### src/rtl/ctrl_pipe_unit.sv
// ============================================================================
// Module   : ctrl_pipe_unit
// Brief    : Main decoder plus ID/EX, EX/MEM, MEM/WB control pipeline with
//            load-use bubble insertion, hold, flush and a bubble counter.
// Revision : 1.0
// ============================================================================
`default_nettype none

module ctrl_pipe_unit #(
    parameter int REG_ADDR_W = 5,
    parameter int ALUOP_W    = 3,
    parameter int CNT_W      = 16,
    parameter int HAZARD_EN  = 1
) (
    input  logic                  clk,
    input  logic                  reset,
    input  logic [5:0]            id_opcode,
    input  logic [REG_ADDR_W-1:0] id_rs,
    input  logic [REG_ADDR_W-1:0] id_rt,
    input  logic [REG_ADDR_W-1:0] id_rd,
    input  logic                  hold,
    input  logic                  flush,
    output logic                  load_use_stall,
    output logic                  ex_alusrc,
    output logic [ALUOP_W-1:0]    ex_aluop,
    output logic                  ex_regdst,
    output logic [REG_ADDR_W-1:0] ex_dest,
    output logic                  mem_read,
    output logic                  mem_write,
    output logic                  mem_branch,
    output logic                  mem_branch_ne,
    output logic                  mem_jump,
    output logic [REG_ADDR_W-1:0] mem_dest,
    output logic                  wb_regwrite,
    output logic                  wb_memtoreg,
    output logic [REG_ADDR_W-1:0] wb_dest,
    output logic [CNT_W-1:0]      bubble_count
);

    localparam logic [5:0] c_OP_RTYPE = 6'b000000;
    localparam logic [5:0] c_OP_LW    = 6'b100011;
    localparam logic [5:0] c_OP_SW    = 6'b101011;
    localparam logic [5:0] c_OP_BEQ   = 6'b000100;
    localparam logic [5:0] c_OP_BNE   = 6'b000101;
    localparam logic [5:0] c_OP_ADDI  = 6'b001000;
    localparam logic [5:0] c_OP_ANDI  = 6'b001100;
    localparam logic [5:0] c_OP_ORI   = 6'b001101;
    localparam logic [5:0] c_OP_J     = 6'b000010;

    typedef struct packed {
        logic                  regdst;
        logic                  alusrc;
        logic                  memtoreg;
        logic                  regwrite;
        logic                  memread;
        logic                  memwrite;
        logic                  branch;
        logic                  branch_ne;
        logic                  jump;
        logic [ALUOP_W-1:0]    aluop;
        logic [REG_ADDR_W-1:0] dest;
    } idex_t;

    typedef struct packed {
        logic                  memread;
        logic                  memwrite;
        logic                  branch;
        logic                  branch_ne;
        logic                  jump;
        logic                  regwrite;
        logic                  memtoreg;
        logic [REG_ADDR_W-1:0] dest;
    } exmem_t;

    typedef struct packed {
        logic                  regwrite;
        logic                  memtoreg;
        logic [REG_ADDR_W-1:0] dest;
    } memwb_t;

    idex_t           w_dec;
    logic            w_uses_rt;
    logic            w_hazard;
    logic            w_bubble;
    idex_t           idex_q,  idex_d;
    exmem_t          exmem_q, exmem_d;
    memwb_t          memwb_q, memwb_d;
    logic [CNT_W-1:0] cnt_q,  cnt_d;

    always_comb begin
        w_dec     = '0;
        w_uses_rt = 1'b0;
        case (id_opcode)
            c_OP_RTYPE: begin
                w_dec.regdst     = 1'b1;
                w_dec.regwrite   = 1'b1;
                w_dec.aluop[2:0] = 3'b010;
                w_uses_rt        = 1'b1;
            end
            c_OP_LW: begin
                w_dec.alusrc   = 1'b1;
                w_dec.memtoreg = 1'b1;
                w_dec.regwrite = 1'b1;
                w_dec.memread  = 1'b1;
            end
            c_OP_SW: begin
                w_dec.alusrc   = 1'b1;
                w_dec.memwrite = 1'b1;
                w_uses_rt      = 1'b1;
            end
            c_OP_BEQ: begin
                w_dec.branch     = 1'b1;
                w_dec.aluop[2:0] = 3'b001;
                w_uses_rt        = 1'b1;
            end
            c_OP_BNE: begin
                w_dec.branch     = 1'b1;
                w_dec.branch_ne  = 1'b1;
                w_dec.aluop[2:0] = 3'b001;
                w_uses_rt        = 1'b1;
            end
            c_OP_ADDI: begin
                w_dec.alusrc   = 1'b1;
                w_dec.regwrite = 1'b1;
            end
            c_OP_ANDI: begin
                w_dec.alusrc     = 1'b1;
                w_dec.regwrite   = 1'b1;
                w_dec.aluop[2:0] = 3'b011;
            end
            c_OP_ORI: begin
                w_dec.alusrc     = 1'b1;
                w_dec.regwrite   = 1'b1;
                w_dec.aluop[2:0] = 3'b100;
            end
            c_OP_J: begin
                w_dec.jump = 1'b1;
            end
            default: ;
        endcase
        // Non-writing instructions carry dest 0 so they can never match a hazard.
        if (w_dec.regwrite) begin
            w_dec.dest = w_dec.regdst ? id_rd : id_rt;
        end
    end

    generate
        if (HAZARD_EN != 0) begin : g_hazard
            assign w_hazard = idex_q.memread && (idex_q.dest != '0) &&
                              ((idex_q.dest == id_rs) ||
                               (w_uses_rt && (idex_q.dest == id_rt)));
        end else begin : g_no_hazard
            assign w_hazard = 1'b0;
        end
    endgenerate

    assign load_use_stall = w_hazard & ~flush & ~reset;

    always_comb begin
        idex_d   = idex_q;
        exmem_d  = exmem_q;
        memwb_d  = memwb_q;
        cnt_d    = cnt_q;
        w_bubble = 1'b0;
        if (!hold) begin
            memwb_d.regwrite = exmem_q.regwrite;
            memwb_d.memtoreg = exmem_q.memtoreg;
            memwb_d.dest     = exmem_q.dest;
            if (flush) begin
                idex_d   = '0;
                exmem_d  = '0;
                w_bubble = 1'b1;
            end else begin
                exmem_d.memread   = idex_q.memread;
                exmem_d.memwrite  = idex_q.memwrite;
                exmem_d.branch    = idex_q.branch;
                exmem_d.branch_ne = idex_q.branch_ne;
                exmem_d.jump      = idex_q.jump;
                exmem_d.regwrite  = idex_q.regwrite;
                exmem_d.memtoreg  = idex_q.memtoreg;
                exmem_d.dest      = idex_q.dest;
                if (w_hazard) begin
                    idex_d   = '0;
                    w_bubble = 1'b1;
                end else begin
                    idex_d = w_dec;
                end
            end
            if (w_bubble && (cnt_q != {CNT_W{1'b1}})) begin
                cnt_d = cnt_q + CNT_W'(1);
            end
        end
    end

    always_ff @(posedge clk) begin
        if (reset) begin
            idex_q  <= '0;
            exmem_q <= '0;
            memwb_q <= '0;
            cnt_q   <= '0;
        end else begin
            idex_q  <= idex_d;
            exmem_q <= exmem_d;
            memwb_q <= memwb_d;
            cnt_q   <= cnt_d;
        end
    end

    assign ex_alusrc     = idex_q.alusrc;
    assign ex_aluop      = idex_q.aluop;
    assign ex_regdst     = idex_q.regdst;
    assign ex_dest       = idex_q.dest;
    assign mem_read      = exmem_q.memread;
    assign mem_write     = exmem_q.memwrite;
    assign mem_branch    = exmem_q.branch;
    assign mem_branch_ne = exmem_q.branch_ne;
    assign mem_jump      = exmem_q.jump;
    assign mem_dest      = exmem_q.dest;
    assign wb_regwrite   = memwb_q.regwrite;
    assign wb_memtoreg   = memwb_q.memtoreg;
    assign wb_dest       = memwb_q.dest;
    assign bubble_count  = cnt_q;

endmodule

`default_nettype wire

### config.mk
export PLATFORM = sky130hd
export DESIGN_NAME = ctrl_pipe_unit
export DESIGN_NICKNAME = d
export VERILOG_FILES = /design/src/rtl/ctrl_pipe_unit.sv
export SDC_FILE = /design/constraint.sdc
export NUM_CORES = 1
export LEC_CHECK = 0
export CAP_MARGIN = 40
export CORE_ASPECT_RATIO = 0.9
export CORE_UTILIZATION = 48
export DETAILED_ROUTE_END_ITERATION = 16
export HOLD_SLACK_MARGIN = 0.1
export PLACE_DENSITY = 0.76
export SLEW_MARGIN = 20
export SYNTH_ARGS = -nofsm -noshare
export SYNTH_HDL_FRONTEND = slang
export SYNTH_SLANG_ARGS = --single-unit
### constraint.sdc
create_clock -name clk -period 2.9 [get_ports clk]
set_input_delay 0.725 -clock clk [delete_from_list [all_inputs] [get_ports clk]]
set_output_delay 0.725 -clock clk [all_outputs]
set_load 0.005 [all_outputs]
# ---- After elaboration in Yosys (flattened, before gate mapping)
# Index checks and enable logic that the tools add are counted.
dict set report totals {
  reg_bits 52
  elab_cells 70
  input_bits 25
}
dict set report op_classes {
  n_bitwise 5
  reduce_logical 12
  n_eq_ne 11
  add_sub_neg 1
  muxes 18
}
# cell n
set ops {}
lappend ops {{$mux 17} 2}
lappend ops {{$eq 6x4->1 const B} 3}
lappend ops {{$add 16x1->16 const B} 1}
lappend ops {{$ne 16x16->1 const B} 1}
lappend ops {{$eq 6x3->1 const B} 2}
lappend ops {{$eq 6x6->1 const B} 2}
lappend ops {{$mux 1} 12}
lappend ops {{$mux 12} 1}
lappend ops {{$pmux 3 s4} 1}
lappend ops {{$eq 5x5->1} 2}
lappend ops {{$mux 5} 2}
lappend ops {{$reduce_or 5->1} 2}
lappend ops {{$eq 6x2->1 const B} 1}
lappend ops {{$logic_not 6->1} 1}
lappend ops {{$reduce_bool 5->1} 1}
lappend ops {{$logic_and 1x1->1} 4}
lappend ops {{$reduce_or 4->1} 1}
lappend ops {{$not 1->1} 3}
lappend ops {{$and 1x1->1} 2}
lappend ops {{$reduce_and 2->1} 1}
lappend ops {{$reduce_or 2->1} 1}
lappend ops {{$logic_or 1x1->1} 1}

# ---- Longest topological paths before layout
dict set report depth {
  depth_word 11
  mapped_depth 7
  depth_no_buf 6
}

# ---- Least setup slack after synthesis
# Ideal clock, no wire load.
dict set report synth_timing {
  kind {input-to-reg}
  startpoint {input port id_opcode[3]}
  endpoint {register cnt_q[5], in the netlist bubble_count[5]}
  slack_ns 0.157
  stages 7
  setup_time_ns 0.121
  n_path_buf 2
  arrival_time_ns 2.622
  cell_sequence {buf_6 -> or4_4 -> a2111oi_4 -> nor3_2 -> buf_6 -> nor4_1 -> mux2_2}
}
dict set report synth_between {
  elab_chain_cells 11
  word_cells_on_any_way 14
  cone_classes {3 x eq/ne; 4 x mux; 7 x reduce/logical}
}
# item line
set synth_lines {}
lappend synth_lines {{from (decl)} 17} ;# input logic [5:0] id_opcode,
lappend synth_lines {{$eq 6x3->1 (tied with other cells)} 93} ;# case (id_opcode)
lappend synth_lines {{$reduce_or 4->1 (no source line) (*)} n/a}
lappend synth_lines {{$mux 1 (*)} 93}
lappend synth_lines {{$logic_and 1x1->1 (*)} 151} ;# (w_uses_rt && (idex_q.dest == id_rt)));
lappend synth_lines {{$logic_or 1x1->1 (*)} 150} ;# ((idex_q.dest == id_rs) ||
lappend synth_lines {{$logic_and 1x1->1 (*)} 149} ;# assign w_hazard = idex_q.memread && (idex_q.dest != '0) &&
lappend synth_lines {{$mux 1 (*)} 182} ;# if (w_hazard) begin
lappend synth_lines {{$mux 1 (*)} 169} ;# if (flush) begin
lappend synth_lines {{$mux 1 (*)} 165} ;# if (!hold) begin
lappend synth_lines {{$logic_and 1x1->1 (*)} 189} ;# if (w_bubble && (cnt_q != {CNT_W{1'b1}})) begin
lappend synth_lines {{$reduce_and 2->1 (no source line) (*)} n/a}
lappend synth_lines {{to (signal assigned)} 205} ;# cnt_q <= cnt_d;
lappend synth_lines {{to (decl)} 88} ;# logic [CNT_W-1:0] cnt_q, cnt_d;
# Every way passes the cells marked *; elsewhere a longest branch is shown, timed or not. The select of a mux whose other input is x is not followed.
# A chain may end at the register's enable or synchronous reset.

# ---- Worst setup path after layout
dict set report layout_timing {
  startpoint {input port id_opcode[0]}
  endpoint {output port load_use_stall}
}
dict set report layout_between {
  elab_chain_cells 8
  word_cells_on_any_way 11
  cone_classes {3 x eq/ne; 1 x mux; 2 x bitwise; 5 x reduce/logical}
}
# item line
set layout_lines {}
lappend layout_lines {{$eq 6x3->1 (tied with other cells)} 93}
lappend layout_lines {{$reduce_or 4->1 (no source line) (*)} n/a}
lappend layout_lines {{$mux 1 (*)} 93}
lappend layout_lines {{$logic_and 1x1->1 (*)} 151}
lappend layout_lines {{$logic_or 1x1->1 (*)} 150}
lappend layout_lines {{$logic_and 1x1->1 (*)} 149}
lappend layout_lines {{$and 1x1->1 (*) (2 in series)} 157} ;# assign load_use_stall = w_hazard & ~flush & ~reset;
lappend layout_lines {{to (decl)} 23} ;# output logic load_use_stall,
# Every way passes the cells marked *; elsewhere a longest branch is shown, timed or not.

==> results.md <==
- Outcome: finished clean
- Number of synthesized flops with an enable pin: 0
- Clk slew on worst S/H paths: 0.10 ns
- Commonest non-fill, non-tap cell in the layout: clkdlybuf4s50_1
- HPWL Detailed: 4290 um
- Avg WL per Cell: 14.3 um
- Layout area overhead: 35.8%
- Worst reg2reg setup slack: 0.49 ns
- Leak Pwr: 1.20 nW
- CP Class: in2out
- Hold Path Sink: idex_q[8]$_SDFFE_PP0N_
- Clock root cell: clkbuf_8
- Post-synth top flop: dfxtp_1
- Crit path max fanout: 2
- Skew-Pair Late Insertion Delay: 0.31 ns
- Overall power: 0.00134 W
- DR vias: 2292
- Max Cap Viol: 0
- Placed cells: 406
- Htree depth: 2
- Worst-Margin Slew: 0.568 ns
- Setup TNS Final: 0 ns
- Post-synthesis simple-gate area fraction: 25.9%
- Final Hold Viols: 0
- Synth Net Count: 308
- Pins Over Slew Limit: 0
- Synthesis Warnings: 0
- Worst Hold Depth: 2
- Post-route non-filler standard cell count: 415
- Avg Cell Area, Syn: 8.62 um^2
- Post-synthesis async set-or-reset flop share: 0%
- DRT Pass-1 Iters: 4
- Worst hold path startpoint: idex_q[8]$_SDFFE_PP0N_
- Reg2Reg Launch Point: ex_dest[4]$_SDFFE_PP0N_
- RD Place Congestion: 0.878
- Final period utilization: 98.1%
- Post-DP Area: 3190 um^2
- CP Cell Sequence: buf_6 > nor2b_4 > or4_4 > a2111oi_4 > nor2_1 > nor3_2 > buf_2
- Hold crit path type: reg2reg
- Row cnt: 24
- Yosys cell types: 39
- Total I/O pin count: 69
- Worst path max stage delay: 0.43 ns
- Post-synthesis instance total: 282
- Synth Cell Area: 2430 um^2
- DRT iter0 DRCs: 171
- Xor and xnor area share after synthesis: 3.60%
- Crit path time final: 2.85 ns
- Pin count of the biggest net entering global routing: 39
- Adder-cell share of the synthesized area: 0.515%
- Port buffer count: 68
- Peak supply drop: 0.000323 V
- ANT nets after route: 0
- CTS tree: built
- Hold buffers post-CTS: 0
- Largest family of logic cells by synthesized area: simple AND/OR/NAND/NOR gates
- Final setup violation count: 0
- CTS max path bufs: 2
- Core ar.: 4860 um^2
- R2R Path End: bubble_count[12]$_SDFFE_PP0P_
- Clock Skews: 0.00718 ns
- Critical path's slowest cell: or4_4
- Number of CTS-inserted buffers: 5
- Mux contribution to synthesized area: 5.87%
- Required time worst endpoint: 2.17 ns
- PwrDens: 406 nW/um^2
- Path depth of the worst reg2reg path: 8
- Clock sinks: 50
- Routed WL: 5940 um
- Synth Register Bits: 50
- Worst EP arrival: 2.12 ns
- Commonest non-fill, non-tap cells in the layout: clkdlybuf4s50_1 (57), dfxtp_1 (50), nor2_1 (27), a21oi_1 (27), nand2_1 (23)
- Remaining DRCs: 0
- Die width: 77.0 um
- Startpoint types: primary input
- Post-route cell area: 3300 um^2
- Initial Utilization: 50.0%
- Initial antenna violation count: 0
- Die area: 5350 um^2
- Vias in the first global route: 2101
- GRT Residual Overflow: 0
- Rel. slew slack: 61.9%
- F_max: 0.351 GHz
- Register area share after synthesis: 41.2%
- RSZ-0062 raised after global routing: true
- Die height: 69.5 um
- Vias per std cell: 5.52
- First-pass GRT wire length: 9890 um
- Critical Path Sink Type: output pin
- Share of cells above drive strength 1: 13.4%
- Compound-Gate Fraction of Synth Area: 15.6%
- Final Net Count: 375
- Total track usage: 23.6%
- Number of diodes: 0
==> flip-flops by register name, indices dropped and copies added, names as in the netlist, 3 cells and up <==
name / flops
idex_q: 6
bubble_count: 16
ex_aluop: 3
mem_dest: 5
wb_dest: 5
ex_dest: 5
==> metal layers <==
metal  up-vias  share of wire (%)  track usage, %  routed length [um]
met2        64                 47            37.4                2800
met4         0                1.5            9.43                  92
met1      1078                 47            31.8                2800
li1       1143                  -               -                   -
met5         -                  0               0                   0
met3         7                4.1            4.21                 245
==> cells in the mapped netlist, drive strengths merged, types with 4 or more instances <==
library cell | number | area (um^2)
dfxtp | 50 | 1000
a21oi | 27 | 135
nor2 | 27 | 101
nand2 | 23 | 86.3
o21ai | 17 | 85.1
buf | 16 | 124
clkbuf | 14 | 52.6
mux2i | 12 | 120
nor3b | 11 | 82.6
o31ai | 11 | 82.6
nand3 | 9 | 45.0
or4 | 9 | 71.3
or3 | 8 | 50.1
xnor2 | 8 | 70.1
nand4 | 5 | 31.3
nand3b | 4 | 30.0
nor2b | 4 | 25.0
nor3 | 4 | 25.0
==> cells by family after synthesis <==
group | count (synthesis)
adder cells (fa/ha/maj) | 1
XOR/XNOR | 10
AND/OR/NAND/NOR | 115
multiplexers | 14
flip-flops | 50
AO/OA/AOI/OAI | 62
buffers and inverters | 30
==> area by class of cell <==
cell class,instances,area (um^2)
Clock buffer,5,68.8
Clock inverter,3,47.5
Multi-Input combinational cell,202,1270
Fill cell,427,1560
Tap cell,65,81.3
Timing Repair Buffer,90,837
Sequential cell,50,1000
==> report_power, final <==
| part | switching, W | internal (W) | leakage, nW |
|---|---|---|---|
| Combinational | 0.0000665 | 0.0000648 | 0.741 |
| Clock | 0.000254 | 0.000262 | 0.0587 |
| Sequential | 0.00000327 | 0.000689 | 0.403 |
==> worst max path at each step <==
stage / from / end
after detailed placement: id_opcode[0] / load_use_stall
after global placement: id_opcode[0] / load_use_stall
after CTS: id_opcode[0] / load_use_stall
final: id_opcode[0] / load_use_stall
after global routing: id_opcode[0] / load_use_stall
after floorplan: id_opcode[3] / bubble_count[5]$_SDFFE_PP0P_
==> per-stage QoR <==
| step | util [%] | setup slack, ns | hold slack, ns |
|---|---|---|---|
| global route | 67.9 | -0.00824 | 0.477 |
| floorplan | - | 0.157 | 0.417 |
| CTS | 68.0 | -0.0979 | 0.457 |
| detailed placement | 65.5 | -0.799 | 0.434 |
| global placement | 65.5 | -0.730 | 0.431 |
| finish | 67.9 | 0.0540 | 0.454 |
==> repair_timing <==
| item | in CTS | in global routing |
|---|---|---|
| pin swaps | 6 | 9 |
| gates cloned | 0 | 0 |
| resized for setup | 24 | 10 |
| setup endpoints to repair | 9 | 1 |
| buffers inserted | 1 | 0 |
==> critical path, delay by kind of cell <==
kind | cells | cell delay (ns)
buffers and inverters | 2 | 0.23
AO/OA/AOI/OAI | 1 | 0.40
AND/OR/NAND/NOR | 4 | 0.77
Note: power is estimated with default switching activity, not from simulation.
